**src/rtl/jump_redirect_ctrl_pkg.sv**
```systemverilog
// Shared constants and types for the jump redirect controller.
// Latency: n/a (definitions only).
// Backpressure: n/a (definitions only).
package jump_redirect_pkg;

  localparam int ADDR_W           = 32;
  localparam int SEL_W            = 32;
  localparam int FLUSH_CYCLES_DEF = 3;

  // Controller state encoding, kept as plain constants for legacy tools
  localparam logic [1:0] ST_IDLE  = 2'b00;
  localparam logic [1:0] ST_REQ   = 2'b01;
  localparam logic [1:0] ST_DRAIN = 2'b10;

  // Redirect payload handed to fetch
  typedef struct packed {
    logic [ADDR_W-1:0] eip;
    logic              load_cs;
    logic [SEL_W-1:0]  cs;
  } redirect_t;

  // Drain counter width; at least one bit so a zero-length drain still elaborates
  function automatic int drain_cnt_width(input int flush_cycles);
    return (flush_cycles < 1) ? 1 : $clog2(flush_cycles + 1);
  endfunction

endpackage

```
**src/rtl/jump_redirect_ctrl_if.sv**
```systemverilog
// Execute-side result bus plus fetch-side redirect handshake.
// Latency: n/a (wires only).
// Backpressure: ex_ready towards execute, redirect_ack from fetch.
interface jump_redirect_ctrl_if #(
  parameter int CNT_W = 16
);
  // execute side
  logic        ex_valid;
  logic        ex_ready;
  logic [31:0] next_eip;
  logic        jump_load_address;
  logic [31:0] jump_address;
  logic        jump_load_cs;
  logic [31:0] jump_cs;
  logic        br_misprediction;
  // fetch side
  logic        redirect_valid;
  logic        redirect_ack;
  logic [31:0] redirect_eip;
  logic        redirect_load_cs;
  logic [31:0] redirect_cs;
  // pipeline control / status
  logic             flush;
  logic [CNT_W-1:0] redirect_count;

  // Environment: execute unit and fetch unit
  modport master (
    output ex_valid, next_eip, jump_load_address, jump_address,
           jump_load_cs, jump_cs, br_misprediction, redirect_ack,
    input  ex_ready, redirect_valid, redirect_eip, redirect_load_cs,
           redirect_cs, flush, redirect_count
  );

  // The redirect controller
  modport slave (
    input  ex_valid, next_eip, jump_load_address, jump_address,
           jump_load_cs, jump_cs, br_misprediction, redirect_ack,
    output ex_ready, redirect_valid, redirect_eip, redirect_load_cs,
           redirect_cs, flush, redirect_count
  );
endinterface

```
**src/rtl/jump_redirect_ctrl_flush_drain_cnt.sv**
```systemverilog
// Loadable down-counter timing the post-ack flush window.
// Latency: load/decrement visible one cycle after the enabling edge.
// Backpressure: none; holds at zero when decremented past it.
module flush_drain_cnt #(
  parameter int W = 2
) (
  input  logic         clk,
  input  logic         reset,
  input  logic         load,
  input  logic [W-1:0] load_val,
  input  logic         dec,
  output logic [W-1:0] cnt,
  output logic         zero
);

  // load has priority over decrement; never wraps below zero
  always_ff @(posedge clk or negedge reset) begin
    if (!reset) begin
      cnt <= '0;
    end else if (load) begin
      cnt <= load_val;
    end else if (dec && (cnt != '0)) begin
      cnt <= cnt - 1'b1;
    end
  end

  assign zero = (cnt == '0);

endmodule

```
**src/rtl/jump_redirect_ctrl.sv**
```systemverilog
// Turns resolved jumps/mispredicts into a held redirect request plus flush window.
// Latency: redirect_valid/flush rise one cycle after the triggering execute beat.
// Backpressure: ex_ready low from trigger until drain ends; payload held until ack.
module jump_redirect_ctrl
  import jump_redirect_pkg::*;
#(
  parameter int FLUSH_CYCLES = FLUSH_CYCLES_DEF,
  parameter int CNT_W        = 16
) (
  input  logic                  clk,
  input  logic                  reset,
  jump_redirect_ctrl_if.slave   bus
);

  localparam int DW = drain_cnt_width(FLUSH_CYCLES);
  // First drain cycle already counts as one of the FLUSH_CYCLES
  localparam logic [DW-1:0] DRAIN_LOAD = (FLUSH_CYCLES > 0) ? DW'(FLUSH_CYCLES - 1) : '0;

  logic [1:0]       state;
  logic [1:0]       state_nxt;
  logic             need_redirect;
  logic             ack_fire;
  logic             drain_load;
  logic             drain_dec;
  logic             drain_zero;
  logic [DW-1:0]    drain_cnt;
  logic [CNT_W-1:0] count_q;
  redirect_t        payload;
  redirect_t        payload_nxt;

  assign bus.ex_ready = (state == ST_IDLE) && reset;

  assign need_redirect = bus.ex_valid && bus.ex_ready &&
                         (bus.jump_load_address || bus.jump_load_cs || bus.br_misprediction);

  // An ack only counts while a request is actually being presented
  assign ack_fire = (state == ST_REQ) && bus.redirect_ack;

  assign drain_load = ack_fire && (FLUSH_CYCLES > 0);
  assign drain_dec  = (state == ST_DRAIN);

  flush_drain_cnt #(.W(DW)) u_drain (
    .clk      (clk),
    .reset    (reset),
    .load     (drain_load),
    .load_val (DRAIN_LOAD),
    .dec      (drain_dec),
    .cnt      (drain_cnt),
    .zero     (drain_zero)
  );

  // Next-state decode; the unused encoding falls back to IDLE
  always_comb begin
    state_nxt = state;
    case (state)
      ST_IDLE:  if (need_redirect) state_nxt = ST_REQ;
      ST_REQ:   if (ack_fire)      state_nxt = (FLUSH_CYCLES > 0) ? ST_DRAIN : ST_IDLE;
      ST_DRAIN: if (drain_zero)    state_nxt = ST_IDLE;
      default:                     state_nxt = ST_IDLE;
    endcase
  end

  // State register
  always_ff @(posedge clk or negedge reset) begin
    if (!reset) begin
      state <= ST_IDLE;
    end else begin
      state <= state_nxt;
    end
  end

  // Target select: explicit jump wins, otherwise a mispredict falls through
  always_comb begin
    payload_nxt.eip     = bus.jump_load_address ? bus.jump_address : bus.next_eip;
    payload_nxt.load_cs = bus.jump_load_cs;
    payload_nxt.cs      = bus.jump_load_cs ? bus.jump_cs : '0;
  end

  // Payload is only rewritten on a new trigger so it stays stable through REQ
  always_ff @(posedge clk or negedge reset) begin
    if (!reset) begin
      payload <= '0;
    end else if (need_redirect) begin
      payload <= payload_nxt;
    end
  end

  // Redirect event counter, free-running wrap
  always_ff @(posedge clk or negedge reset) begin
    if (!reset) begin
      count_q <= '0;
    end else if (ack_fire) begin
      count_q <= count_q + 1'b1;
    end
  end

  assign bus.redirect_valid   = (state == ST_REQ);
  assign bus.flush            = (state == ST_REQ) || (state == ST_DRAIN);
  assign bus.redirect_eip     = payload.eip;
  assign bus.redirect_load_cs = payload.load_cs;
  assign bus.redirect_cs      = payload.cs;
  assign bus.redirect_count   = count_q;

endmodule

```
**src/flat_wrapper.sv**
```systemverilog
// flat-port wrapper written by rule: the top's interface ports become plain ports
module jump_redirect_ctrl_flat import jump_redirect_pkg::*;
#(
  parameter int FLUSH_CYCLES = FLUSH_CYCLES_DEF,
  parameter int CNT_W        = 16
)
  (clk, reset, bus_ex_valid, bus_next_eip, bus_jump_load_address, bus_jump_address, bus_jump_load_cs, bus_jump_cs, bus_br_misprediction, bus_redirect_ack, bus_ex_ready, bus_redirect_valid, bus_redirect_eip, bus_redirect_load_cs, bus_redirect_cs, bus_flush, bus_redirect_count);
  jump_redirect_ctrl_if #(.CNT_W(CNT_W)) bus_i ();
  input  logic clk;
  input  logic reset;
  input wire logic [$bits(bus_i.ex_valid)-1:0] bus_ex_valid;
  input wire logic [$bits(bus_i.next_eip)-1:0] bus_next_eip;
  input wire logic [$bits(bus_i.jump_load_address)-1:0] bus_jump_load_address;
  input wire logic [$bits(bus_i.jump_address)-1:0] bus_jump_address;
  input wire logic [$bits(bus_i.jump_load_cs)-1:0] bus_jump_load_cs;
  input wire logic [$bits(bus_i.jump_cs)-1:0] bus_jump_cs;
  input wire logic [$bits(bus_i.br_misprediction)-1:0] bus_br_misprediction;
  input wire logic [$bits(bus_i.redirect_ack)-1:0] bus_redirect_ack;
  output wire logic [$bits(bus_i.ex_ready)-1:0] bus_ex_ready;
  output wire logic [$bits(bus_i.redirect_valid)-1:0] bus_redirect_valid;
  output wire logic [$bits(bus_i.redirect_eip)-1:0] bus_redirect_eip;
  output wire logic [$bits(bus_i.redirect_load_cs)-1:0] bus_redirect_load_cs;
  output wire logic [$bits(bus_i.redirect_cs)-1:0] bus_redirect_cs;
  output wire logic [$bits(bus_i.flush)-1:0] bus_flush;
  output wire logic [$bits(bus_i.redirect_count)-1:0] bus_redirect_count;
  assign bus_i.ex_valid = bus_ex_valid;
  assign bus_i.next_eip = bus_next_eip;
  assign bus_i.jump_load_address = bus_jump_load_address;
  assign bus_i.jump_address = bus_jump_address;
  assign bus_i.jump_load_cs = bus_jump_load_cs;
  assign bus_i.jump_cs = bus_jump_cs;
  assign bus_i.br_misprediction = bus_br_misprediction;
  assign bus_i.redirect_ack = bus_redirect_ack;
  assign bus_ex_ready = bus_i.ex_ready;
  assign bus_redirect_valid = bus_i.redirect_valid;
  assign bus_redirect_eip = bus_i.redirect_eip;
  assign bus_redirect_load_cs = bus_i.redirect_load_cs;
  assign bus_redirect_cs = bus_i.redirect_cs;
  assign bus_flush = bus_i.flush;
  assign bus_redirect_count = bus_i.redirect_count;
  jump_redirect_ctrl #(.FLUSH_CYCLES(FLUSH_CYCLES), .CNT_W(CNT_W)) u_core (.clk(clk), .reset(reset), .bus(bus_i));
endmodule
```
**config.mk**
```make
export PLATFORM = sky130hd
export DESIGN_NAME = jump_redirect_ctrl_flat
export DESIGN_NICKNAME = d
export VERILOG_FILES = /design/src/rtl/jump_redirect_ctrl_pkg.sv /design/src/rtl/jump_redirect_ctrl_if.sv /design/src/rtl/jump_redirect_ctrl_flush_drain_cnt.sv /design/src/rtl/jump_redirect_ctrl.sv /design/src/flat_wrapper.sv
export SDC_FILE = /design/constraint.sdc
export NUM_CORES = 1
export LEC_CHECK = 0
export CORE_MARGIN = 4
export CORE_UTILIZATION = 37
export CTS_BUF_LIST = sky130_fd_sc_hd__clkbuf_16
export DETAILED_ROUTE_END_ITERATION = 7
export PLACE_DENSITY = 0.82
export SLEW_MARGIN = 0
export SYNTH_ARGS = -nofsm -noshare
export SYNTH_HDL_FRONTEND = slang
export SYNTH_SLANG_ARGS = --single-unit
```
**constraint.sdc**
```tcl
create_clock -name clk -period 1.65 [get_ports clk]
set_input_delay 0.495 -clock clk [delete_from_list [all_inputs] [get_ports clk]]
set_output_delay 0.495 -clock clk [all_outputs]
set_load 0.05 [all_outputs]
```
* Yosys cells after proc, flatten, opt, wreduce, memory -nomap -nowiden
Index checks and enable logic that the tools add are counted.
** Storage, ports and cells
- Input port bits :: 103
- Output and inout bits :: 84
- Flip-flop bits (word level) :: 85
- Logic and storage cells :: 34
** Operators by class
- Equality and inequality tests :: 5
- Add/subtract/negate cells :: 2
- Multiplexer cells :: 8
- Reduce and logical (&&, ||, !) cells :: 13
** Operator list (count)
- 32-bit 2-to-1 mux :: 2
- 16-bit by 1-bit adder with 16-bit output, second input constant :: 1
- 2-bit 2-to-1 mux :: 5
- 2-bit by 1-bit inequality test with 1-bit output, second input constant :: 3
- 2-bit one-hot mux with 3 select lines :: 1
- 1-bit logical AND :: 5
- 2-bit logical NOT :: 2
- 2-bit nonzero test :: 2
- 1-bit logical OR :: 3
- 3-bit AND reduction :: 1
- 2-bit by 1-bit equality test with 1-bit output, second input constant :: 1
- 2-bit equality test, second input constant :: 1
- 2-bit by 1-bit subtractor with 2-bit output, second input constant :: 1

* Depth between registers and ports, before layout
Gate-level depths: netlist of the first run.
- Depth in word-level cells :: 6
- Depth in mapped cells :: 8
- Gate-level depth less buffers :: 6

* By module
A second synthesis of the first run with hierarchy kept.
** Second synthesis, totals
- Cell total of the unflattened synthesis :: 303
- Area, all modules :: 3652.3 um2
** By module, submodules not included
- jump_redirect_ctrl :: seq. area each 2077.0 um2, area an instance 3519.6 um2, cells each 290, times used 1
- flush_drain_cnt :: seq. area each 50.0 um2, area an instance 132.6 um2, cells each 13, times used 1

* Least setup slack after synthesis of the first run
No wires, ideal clock.
- Path type :: flip-flop to flip-flop
- Start point :: register u_core.state[0]
- End point :: register u_core.state[0]
- Buffers on the path :: 0
- Period minus slack after synthesis :: 2.162 ns
- Data arrival time :: 2.035 ns
- Setup slack :: -0.512 ns
- Stages on the path, launching flop included :: 7
- Required time :: 1.522 ns
- Library setup time :: 0.128 ns
- Cells stage by stage :: dfrtp_1 > inv_1 > ha_1 > and2_1 > o311ai_4 > a221oi_2 > mux2_1
** Between the ends
- Longest elaborated chain between the ends :: 6
- Elaborated cells on any way between the ends :: 12
- Classes of those cells :: eq/ne: 5; mux: 1; reduce/logical: 6
** RTL lines
- start, declared :: line jump_redirect_ctrl.sv:19 : logic [1:0] state;
- start signal, assigned :: line jump_redirect_ctrl.sv:68 : state <= state_nxt;
- 2-bit logical NOT :: line jump_redirect_ctrl.sv:31 : assign bus.ex_ready = (state == ST_IDLE) && reset;
- 1-bit logical AND :: line jump_redirect_ctrl.sv:31
- named net bus_ex_ready :: line flat_wrapper.sv:19 : output wire logic [$bits(bus_i.ex_ready)-1:0] bus_ex_ready;
- 1-bit logical AND (2 in a row) :: line jump_redirect_ctrl.sv:33 : assign need_redirect = bus.ex_valid && bus.ex_ready &&
- 2-bit by 1-bit inequality test with 1-bit output (no line)
- 3-bit AND reduction (no line)
The timed path passes the listed nets, and every way through them passes these cells.
A chain may end at the register's enable or synchronous reset.

* Worst setup path in the final report of the first run
- Start point :: register u_core.state[1]
- End point :: output port bus_ex_ready
** Between the ends
- Longest elaborated chain between the ends :: 2
** RTL lines (line)
- 2-bit logical NOT :: jump_redirect_ctrl.sv:31
- 1-bit logical AND :: jump_redirect_ctrl.sv:31
- end, declared :: flat_wrapper.sv:19
No other way between the ends.

==> out/metrics.cfg, run 1 <==
[sta]
fin_crit_sh_pct=110
final.min_clock_period_ns=1.82
whs_ns=0.381
setup_tns_ns=-2.04
maxSlewViolCount=0
worst_slack_ns=-0.170
relSlewSlack_pct=63.4
hold_violations=0
fin_skew_ns=0.0104
max_freq_mhz=549
tightest_slew_ns=0.550
rsz0062_at_grt=yes
setup_viol=53

[run_status]
outcome=finished, violations left
violations=setup timing

[layout]
insertedDiodeCount=0
layout-drive-gt1-share_pct=42.0
nFillCells=534
mostFrequentLayoutCells=clkdlybuf4s50_1 (98), buf_12 (91), dfrtp_1 (84)
nets=707
areaGrowthSynthToFinish_pct=112
final_common_cell=clkdlybuf4s50_1
multi_input_area_um2=2050
finish.utilization_pct=81.0
regArea_um2=2130

[power]
leakage_nw=3.64
max-vdd-ir-drop_mv=1.05
p_per_area_nw_per_um2=1950

[logic_synthesis]
synth-seq-cells=85
synth_edf_count=0
synthCells=375
postSynthAreaPerCell_um2=10.0
synth.distinct_cells=26
yosys_warnings=0
seq_area_frac_synth_pct=56.4
synth_nets=485
synth.cell_area_um2=3770
synthArstFlopShare_pct=100
ys.flop_type=dfrtp_1

[cts]
cts_tree=built
htree_num_levels=3
clk_pin_slew_ns=0.06
cts_buffer_depth=2
cts-root-buf=clkbuf_16
clock_latency_ns=0.32
holdBufCountCts=0
clkSinkCount=85
cts_buffers=9

[setup_path]
worstPathRequired_ns=1.15
reg2reg_slack_ns=-0.12
crit_type=reg -> out
r2r-end=u_core.state[1]$_DFFE_PN0P_
reg2regPathDepth=7
worstPathMaxFanout=3
cp-start-kind=register
arrival_ns=1.33
r2r-start=u_core.state[1]$_DFFE_PN0P_
critPathCaptureType=output port

[placement]
port_buffers=186
dp_slack_ns=-0.414
hpwl_mm=8.73
gp_congestion=0.811

[detailed_routing]
drt-pass1-iter-count=4
vias=3625
drt-total-wl_mm=13.5
drtIter0Drc=180
wl_per_cell_um=18.4
viasPerCell=4.93
drc=0
ant_nets=0

[floorplan]
die_w_um=109
initial_core_util_pct=38.2
core_area_um2=9860
die_area_um2=11900
die_h_um=109
boundaryPins=187
fp-row-count=36

[min_path]
min-delay-path-class=in -> async

[flow_run]
maxCapViolCount=0

[grt]
grt_max_degree=45
grt_pass1_vias=3784
antenna_found_initial=1
grt_pass1_wl_mm=18.7
gr-usage-all-layers_pct=20.4
grt_overflow=0

==> area by class of cell <==
class                   instances  area share (%)
clock buffers                   9            2.82
inverters                       6           0.282
flip-flops and latches         85            26.6
multi-input cells             262            25.7
well taps                     133            2.08
clock inverters                 7           0.548
repair buffers                233            42.0
==> how the worst max path moves through the flow <==
stage	startpoint	cells after the start	slack, ns	to
2_1_floorplan	u_core.state[1]$_DFFE_PN0P_	7	-0.14	u_core.bus.redirect_count[7]$_DFFE_PN0P_
3_3_place_gp	bus_jump_load_cs	4	-0.37	u_core.bus.redirect_eip[27]$_DFFE_PN0P_
3_5_place_dp	bus_jump_load_cs	4	-0.41	u_core.bus.redirect_eip[18]$_DFFE_PN0P_
4_1_cts	u_core.state[1]$_DFFE_PN0P_	5	-0.16	bus_ex_ready
5_1_grt	u_core.state[1]$_DFFE_PN0P_	5	-0.21	bus_ex_ready
6_report	u_core.state[1]$_DFFE_PN0P_	5	-0.17	bus_ex_ready
==> Yosys cell counts (all sizes together), types with 2 or more instances <==
master  number  area, um^2
and2         2        12.5
buf         19         101
clkbuf       3        11.3
dfrtp       85        2130
ha           7        87.6
inv          6        22.5
mux2         3        33.8
mux2i       32         320
nand2      111         417
nand3       34         170
nand4        5        31.3
nor2         6        22.5
nor3         6        30.0
o21ai       33         165
or3          2        12.5
xnor2        8        70.1
xor2         8        70.1
==> flip-flops by register name, indices dropped and copies added, names as in the netlist <==
register,count
u_core.bus.redirect_eip,32
u_core.state,2
u_core.u_drain.cnt,2
u_core.bus.redirect_cs,32
u_core.bus.redirect_load_cs,1
u_core.bus.redirect_count,16
==> layer usage <==
metal	routed length [um]	vias to the layer above	track usage (%)
met5	13	-	0
met4	228	2	5.68
met3	884	23	5.45
met2	7250	138	36.8
met1	5120	1760	23.7
li1	-	1702	-
==> per-stage QoR <==
stage,instances,cell area [um^2],total power [mW]
5_1_grt,735,7990,16.2
6_report,735,7990,15.6
3_3_place_gp,696,6740,12.2
2_1_floorplan,375,3790,7.56
4_1_cts,729,7360,14.7
3_5_place_dp,696,6740,12.4
==> timing repair <==
action                                 CTS  global route
setup endpoints to repair               66            62
pin swaps                                5            65
setup buffers                           11             2
gates resized for setup                 39           138
gates cloned                             6             6
endpoints found under the hold margin    0             0
==> power breakdown <==
part	internal [mW]	total [mW]	switching [mW]
registers	2.93	4.11	1.18
logic	4.82	9.65	4.83
clock network	1.01	1.81	0.797
total	8.76	15.6	6.81
==> critical path, cell delays in order, from the launching register on <==
cell and delay [ns]:
dfrtp_1 0.39, inv_2 0.09, ha_4 0.13, and2_4 0.15, buf_6 0.12, buf_12 0.13
==> cells by family (layout without fill, tap and decap cells) <==
logic type / Yosys count / after routing / share of synthesized area (%)
and+or+nand+nor: 168 / 168 / 18.8
DFF: 85 / 85 / 56.4
AOI/OAI and AO/OA: 36 / 36 / 5.74
muxes: 35 / 35 / 9.40
buffers and inverters: 28 / 255 / 3.59
xor gates and xnor gates: 16 / 16 / 3.72
adders and majority gates: 7 / 7 / 2.32
Power figures use the tool's default switching activity.
==> run 2: changes to the inputs <==
- GPL_TIMING_DRIVEN: not set -> 0
==> run 2 against run 1 <==
  * Count of clock-buffer cells in the layout unchanged
  * Sequential cell count unchanged
  * The run still ends with setup timing left
  * Die area unchanged
  * Register-to-register slack worse by 0.04 ns
  * Wire length down 12%
  * First-iteration DRC count down 21%
  * Fmax up 0.62%
  * Worst hold slack worse by 0.34 ns
  * Critical path depth up 1
==> out/metrics.cfg, run 2 (synthesized netlist as in run 1, its figures left out) <==
[sta]
fin_skew_ns=0.00500  ; -0.00536 ns
max_freq_mhz=553  ; +0.62%
relSlewSlack_pct=70.3  ; +7.0 points
worst_slack_ns=-0.159  ; +0.0112 ns
maxSlewViolCount=0  ; unchanged
setup_viol=53  ; unchanged
hold_violations=0  ; unchanged
whs_ns=0.0439  ; -0.337 ns
tightest_slew_ns=0.445  ; -0.105 ns
final.min_clock_period_ns=1.81  ; -0.0112 ns
rsz0062_at_grt=yes
fin_crit_sh_pct=110  ; -0.68 points

[detailed_routing]
viasPerCell=4.88  ; -1.1%
route.met3.wl_um=946  ; +7.0%
ant_nets=0  ; unchanged
vias=3537  ; -2.4%
wl_per_cell_um=16.3  ; -11%
wl_met2_mm=6.00  ; -17%
drt-pass1-iter-count=4  ; unchanged
drtIter0Drc=142  ; -21%
drc=0  ; unchanged
topRoutingLayerUsed=met4
wl_met1_mm=4.62  ; -9.8%
drt-total-wl_mm=11.8  ; -12%

[min_path]
min-delay-path-class=in -> async

[power]
max-vdd-ir-drop_mv=0.908  ; -13%
p_int_mw=6.39  ; -27%
leakage_nw=3.08  ; -16%
p_comb_share_pct=55.1  ; -6.9 points
seqPwrFrac_pct=28.4  ; +2.0 points
p_per_area_nw_per_um2=1880  ; -3.5%
switching_share_pct=48.0  ; +4.3 points
p_clk_share_pct=16.5  ; +4.9 points
p_sw_mw=5.90  ; -13%

[grt]
gr-usage-all-layers_pct=19.2  ; -1.2 points
grt_pass1_vias=3649  ; -3.6%
grt_pass1_wl_mm=17.7  ; -5.4%
grt_overflow=0  ; unchanged
grt_max_degree=55  ; +22%
antenna_found_initial=0  ; -1

[placement]
hpwl_mm=8.62  ; -1.2%
port_buffers=184  ; -1.1%
gp_congestion=0.791  ; -2.5%

[floorplan]
die_area_um2=11900  ; unchanged
die_w_um=109  ; unchanged
initial_core_util_pct=38.2  ; unchanged
fp-row-count=36  ; unchanged
core_area_um2=9860  ; unchanged
die_h_um=109  ; unchanged
boundaryPins=187  ; unchanged

[cts]
clk_pin_slew_ns=0.06  ; about the same
cts_buffers=9  ; unchanged
clock_latency_ns=0.33  ; about the same
cts_buffer_depth=2  ; unchanged
htree_num_levels=3  ; unchanged
cts_tree=built
cts-root-buf=clkbuf_16
clkSinkCount=85  ; unchanged

[setup_path]
cp-start-kind=register
arrival_ns=2.02  ; +0.69 ns
cp_cell_sequence=inv_2, ha_4, and2_4, o311ai_4, a221oi_2, mux2_1
worstPathRequired_ns=1.86  ; +0.71 ns
worstPathMaxFanout=3  ; unchanged
reg2reg_slack_ns=-0.16  ; -0.04 ns
max_stage_delay_ns=0.40  ; about the same
crit_type=reg -> reg
critPathCaptureType=register
crit_slowest_cell=dfrtp_1

[layout]
insertedDiodeCount=0  ; unchanged
mostFrequentLayoutCells=nand2_1 (98), clkdlybuf4s50_1 (98), dfrtp_1 (84)
finish.utilization_pct=66.2  ; -15 points
nets=697  ; -1.4%
areaGrowthSynthToFinish_pct=73.3
nFillCells=774  ; +45%
layout-drive-gt1-share_pct=29.4  ; -13 points

[run_status]
outcome=finished, violations left
violations=setup timing

[flow_run]
maxCapViolCount=0  ; unchanged

[run 2: power groups by stage]
stage	sequential [mW]	clock [mW]	combinational (mW)
after floorplan	6.23	0	1.33
after global placement	3.43	0	6.40
after detailed placement	3.48	0	6.51
after CTS	3.44	2.07	6.45
after global routing	3.58	2.14	7.14
final	3.48	2.03	6.77
[run 2: final cells by class]
type	instances	area (um^2)	area share (%)
Inverter	6	22.5	0.345
Clock buffer	9	225	3.45
Sequential cell	85	2130	32.6
Timing Repair Buffer	201	2090	32.0
Tap cell	133	166	2.55
Clock inverter	7	76.3	1.17
Buffer	22	180	2.76
Multi-Input combinational cell	262	1640	25.1
[run 2: timing repair]
| item | CTS | global route |
|---|---|---|
| buffers inserted | 7 | 6 |
| setup endpoints to repair | 153 | 81 |
| gates resized for setup | 288 | 83 |
| hold buffers | 0 | 0 |
| gates cloned | 0 | 3 |
| pin swaps | 6 | 16 |
[run 2: final timing paths]
path,from,cells after the start,end
min in group clk,u_core.bus.redirect_cs[30]$_DFFE_PN0P_,2,u_core.bus.redirect_cs[30]$_DFFE_PN0P_
setup reg to reg,u_core.state[1]$_DFFE_PN0P_,6,u_core.state[0]$_DFFE_PN0P_
setup / recovery,u_core.state[1]$_DFFE_PN0P_,6,u_core.state[0]$_DFFE_PN0P_
hold / removal,reset,1,u_core.bus.redirect_count[3]$_DFFE_PN0P_
max in group asynchronous,reset,2,u_core.bus.redirect_eip[1]$_DFFE_PN0P_
hold reg to reg,u_core.bus.redirect_cs[30]$_DFFE_PN0P_,2,u_core.bus.redirect_cs[30]$_DFFE_PN0P_
[run 2: stage by stage]
| stage | power (mW) | setup WS [ns] | cells | area (um^2) | setup TNS (ns) |
|---|---|---|---|---|---|
| 2_1_floorplan | 7.56 | -0.143 | 375 | 3790 | -0.716 |
| 3_5_place_dp | 9.99 | -0.856 | 693 | 5820 | -35.30 |
| 4_1_cts | 12.0 | -0.132 | 716 | 6280 | -0.484 |
| 6_report | 12.3 | -0.159 | 725 | 6530 | -2.21 |
| 5_1_grt | 12.9 | -0.224 | 725 | 6530 | -7.45 |
| 3_3_place_gp | 9.82 | -3.97 | 692 | 5800 | -483.24 |
[run 2: per-layer routing]
metal / track usage [%] / vias up
li1: - / 1679
met4: 7.30 / 0
met5: 0 / -
met1: 22.4 / 1704
met2: 33.3 / 135
met3: 5.51 / 19
[run 2: critical path, delay by kind of cell, from the launching register on]
| kind | cells | cell delay (ns) |
|---|---|---|
| adders and majority gates | 1 | 0.14 |
| DFF | 1 | 0.40 |
| buffers and inverters | 1 | 0.10 |
| muxes | 1 | 0.36 |
| AOI/OAI and AO/OA | 2 | 0.50 |
| and+or+nand+nor | 1 | 0.19 |
==> run 3: changes to the inputs <==
- CORE_UTILIZATION: 37 -> 36
- PLACE_DENSITY: 0.82 -> 0.81
- SYNTH_HIERARCHICAL: not set -> 1
==> run 3 against run 2 <==
  * The flow still finishes with violations (setup timing)
  * Register-to-register slack better by 0.03 ns
  * Critical endpoint is now u_core/state[0]$_DFFE_PN0P_
  * Highest routed layer unchanged
  * Sequential share of layout area down 1.3 points
  * Sequential cell count unchanged
==> out/metrics.cfg, run 3 <==
[run_status]
outcome=finished, violations left
violations=setup timing

[logic_synthesis]
synth_nets=413  ; -15%
ys.flop_type=dfrtp_1
synth.distinct_cells=35  ; +35%
seq_area_frac_synth_pct=58.2  ; +1.8 points
ys_top_cells_by_count=dfrtp_1 (85), nand2_1 (41), a22o_1 (32), mux2i_1 (32), o21ai_0 (22)
yosysTopAreaCellShare_pct=58.2  ; +1.8 points
yosysTopAreaCell=dfrtp_1
yosys_warnings=6  ; +6
synthCells=303  ; -19%
synth_edf_count=0  ; unchanged
synth.cell_area_um2=3650  ; -3.1%
synthArstFlopShare_pct=100  ; unchanged
postSynthAreaPerCell_um2=12.1  ; +20%
synth-seq-cells=85  ; unchanged
synth.most_common_cell=dfrtp_1
yosys-top-cells-area=dfrtp_1 (58%), mux2i_1 (8.8%), a22o_1 (7.7%)

[grt]
gr-usage-all-layers_pct=19.0  ; -0.17 points
antenna_found_initial=0  ; unchanged
grt_overflow=0  ; unchanged
grt_pass1_wl_mm=17.7  ; +0.12%
grt_pass1_vias=3495  ; -4.2%
grt_max_degree=23  ; -58%

[layout]
finalNonFillerCells=661  ; -8.8%
mostFrequentLayoutCells=clkdlybuf4s50_1 (98), dfrtp_1 (79), clkdlybuf4s15_2 (73)
nets=633  ; -9.2%
insertedDiodeCount=0  ; unchanged
layout-drive-gt1-share_pct=40.0  ; +11 points
final_common_cell=clkdlybuf4s50_1
areaGrowthSynthToFinish_pct=86.9

[sta]
hold_violations=0  ; unchanged
final.min_clock_period_ns=1.78  ; -0.0301 ns
worst_slack_ns=-0.129  ; +0.0301 ns
rsz0062_at_grt=yes
setup_viol=18  ; -66%
fin_crit_sh_pct=108  ; -1.8 points
tightest_slew_ns=0.929  ; +0.484 ns
max_freq_mhz=562  ; +1.7%
fin_skew_ns=0.0109  ; +0.00590 ns
maxSlewViolCount=0  ; unchanged
relSlewSlack_pct=37.9  ; -32 points

[setup_path]
critPathLaunch=u_core/state[1]$_DFFE_PN0P_
crit_type=reg -> reg
worstPathMaxFanout=3  ; unchanged
worstPathRequired_ns=1.86  ; about the same
reg2reg_slack_ns=-0.13  ; +0.03 ns
arrival_ns=1.99  ; -0.03 ns
crit_end=u_core/state[0]$_DFFE_PN0P_
critPathCaptureType=register
r2r-start=u_core/state[1]$_DFFE_PN0P_
cp-start-kind=register
r2r-end=u_core/state[0]$_DFFE_PN0P_
reg2regPathDepth=6  ; unchanged

[cts]
clk_pin_slew_ns=0.06  ; about the same
cts_buffer_depth=2  ; unchanged
cts-root-buf=clkbuf_16
clock_latency_ns=0.32  ; about the same
cts_tree=built
cts_buffers=9  ; unchanged
htree_num_levels=3  ; unchanged
clkSinkCount=85  ; unchanged

[placement]
gp_congestion=0.745  ; -5.8%
dp.cells=622  ; -10%
port_buffers=185  ; +0.54%
hpwl_mm=8.11  ; -6.0%

[power]
max-vdd-ir-drop_mv=1.07  ; +18%
leakage_nw=3.11  ; +1.1%
p_per_area_nw_per_um2=1850  ; -1.5%
total_power_mw=12.6  ; +2.9%

[floorplan]
boundaryPins=187  ; unchanged
fp-row-count=36  ; unchanged
initial_core_util_pct=37.2  ; -1.0 points
die_h_um=109  ; -0.18%
die_area_um2=11800  ; -0.36%
die_w_um=109  ; -0.18%
core_area_um2=9820  ; -0.46%

[detailed_routing]
wl_per_cell_um=17.5  ; +7.0%
ant_nets=0  ; unchanged
drtIter0Drc=98  ; -31%
viasPerCell=4.87  ; -0.18%
drt-pass1-iter-count=5  ; +1
drc=0  ; unchanged
drt-total-wl_mm=11.6  ; -2.4%
vias=3219  ; -9.0%

[min_path]
min-delay-path-class=in -> async

[flow_run]
maxCapViolCount=0  ; unchanged

==> run 3: what timing repair did <==
item                                    4_1_cts  5_1_grt
pin swaps                                    23       23
hold endpoints to repair                     21        0
gates cloned                                  7        1
gates resized for setup                     346       75
hold buffers                                  1        0
endpoints found under the setup margin      153       82
buffers inserted                             12        5
==> run 3: power by group <==
part | switching, mW | leakage, nW | internal, mW
Clock | 0.766 | 0.159 | 1.31
Combinational | 4.33 | 1.88 | 2.70
Sequential | 0.643 | 1.07 | 2.90
Total | 5.74 | 3.11 | 6.91
==> run 3: cells by family (layout without fill, tap and decap cells) <==
| logic type | Yosys count | after routing | share of synthesized area, % |
|---|---|---|---|
| adders and majority gates | 7 | 7 | 2.40 |
| DFF | 85 | 85 | 58.2 |
| xor gates and xnor gates | 15 | 15 | 3.60 |
| and+or+nand+nor | 64 | 64 | 8.60 |
| other | 2 | 2 | 0.206 |
| AOI/OAI and AO/OA | 69 | 69 | 13.8 |
| buffers and inverters | 26 | 251 | 3.43 |
| muxes | 35 | 35 | 9.70 |
==> run 3: metrics by stage <==
| stage | setup TNS [ns] | area [um^2] | utilization, % | worst slack (ns) | hold WS (ns) |
|---|---|---|---|---|---|
| global route | -4.22 | 6830 | 69.5 | -0.188 | 0.0849 |
| global placement | -482.26 | 5710 | 58.2 | -3.92 | 0.461 |
| detailed placement | -55.39 | 5730 | 58.4 | -1.20 | 0.467 |
| finish | -0.901 | 6830 | 69.5 | -0.129 | 0.0870 |
| CTS | -1.35 | 6600 | 67.3 | -0.171 | 0.0815 |
| floorplan | -0.320 | 3700 | - | -0.160 | 0.199 |
==> run 3: routing by layer <==
| layer | part of all wire, % | vias to the layer above | GRT usage [%] |
|---|---|---|---|
| li1 | - | 1517 | - |
| met2 | 53 | 128 | 33.6 |
| met4 | 1.2 | 0 | 4.06 |
| met1 | 38 | 1562 | 23.0 |
| met3 | 8.1 | 12 | 5.68 |
| met5 | 0 | - | 0 |
==> run 3: worst min path at each step <==
| stage | from | to | slack (ns) | cells past startpoint |
|---|---|---|---|---|
| after global placement | u_core/bus.redirect_load_cs$_DFFE_PN0P_ | u_core/bus.redirect_load_cs$_DFFE_PN0P_ | 0.46 | 1 |
| after global routing | reset | u_core/bus.redirect_count[1]$_DFFE_PN0P_ | 0.08 | 2 |
| final | reset | u_core/bus.redirect_count[1]$_DFFE_PN0P_ | 0.09 | 2 |
| after detailed placement | u_core/bus.redirect_count[15]$_DFFE_PN0P_ | u_core/bus.redirect_count[15]$_DFFE_PN0P_ | 0.47 | 1 |
| after CTS | reset | u_core/bus.redirect_count[1]$_DFFE_PN0P_ | 0.08 | 2 |
| after floorplan | reset | u_core/bus.redirect_count[0]$_DFFE_PN0P_ | 0.20 | 0 |
==> run 3: area by class of cell <==
type | count | area, um^2
plain buffers | 17 | 183
clock buffers | 9 | 225
clock inverters | 7 | 83.8
fillers | 706 | 2990
inverters | 8 | 30.0
multi-input cells | 192 | 1700
flip-flops and latches | 85 | 2130
well taps | 133 | 166
repair buffers | 210 | 2300
==> run 3: critical path: stages, from the launching register on <==
cell and delay (ns):
dfrtp_1 0.40, inv_2 0.09, ha_4 0.14, and2_4 0.18, o311ai_4 0.13, a221o_1 0.41
mux2_4 0.32
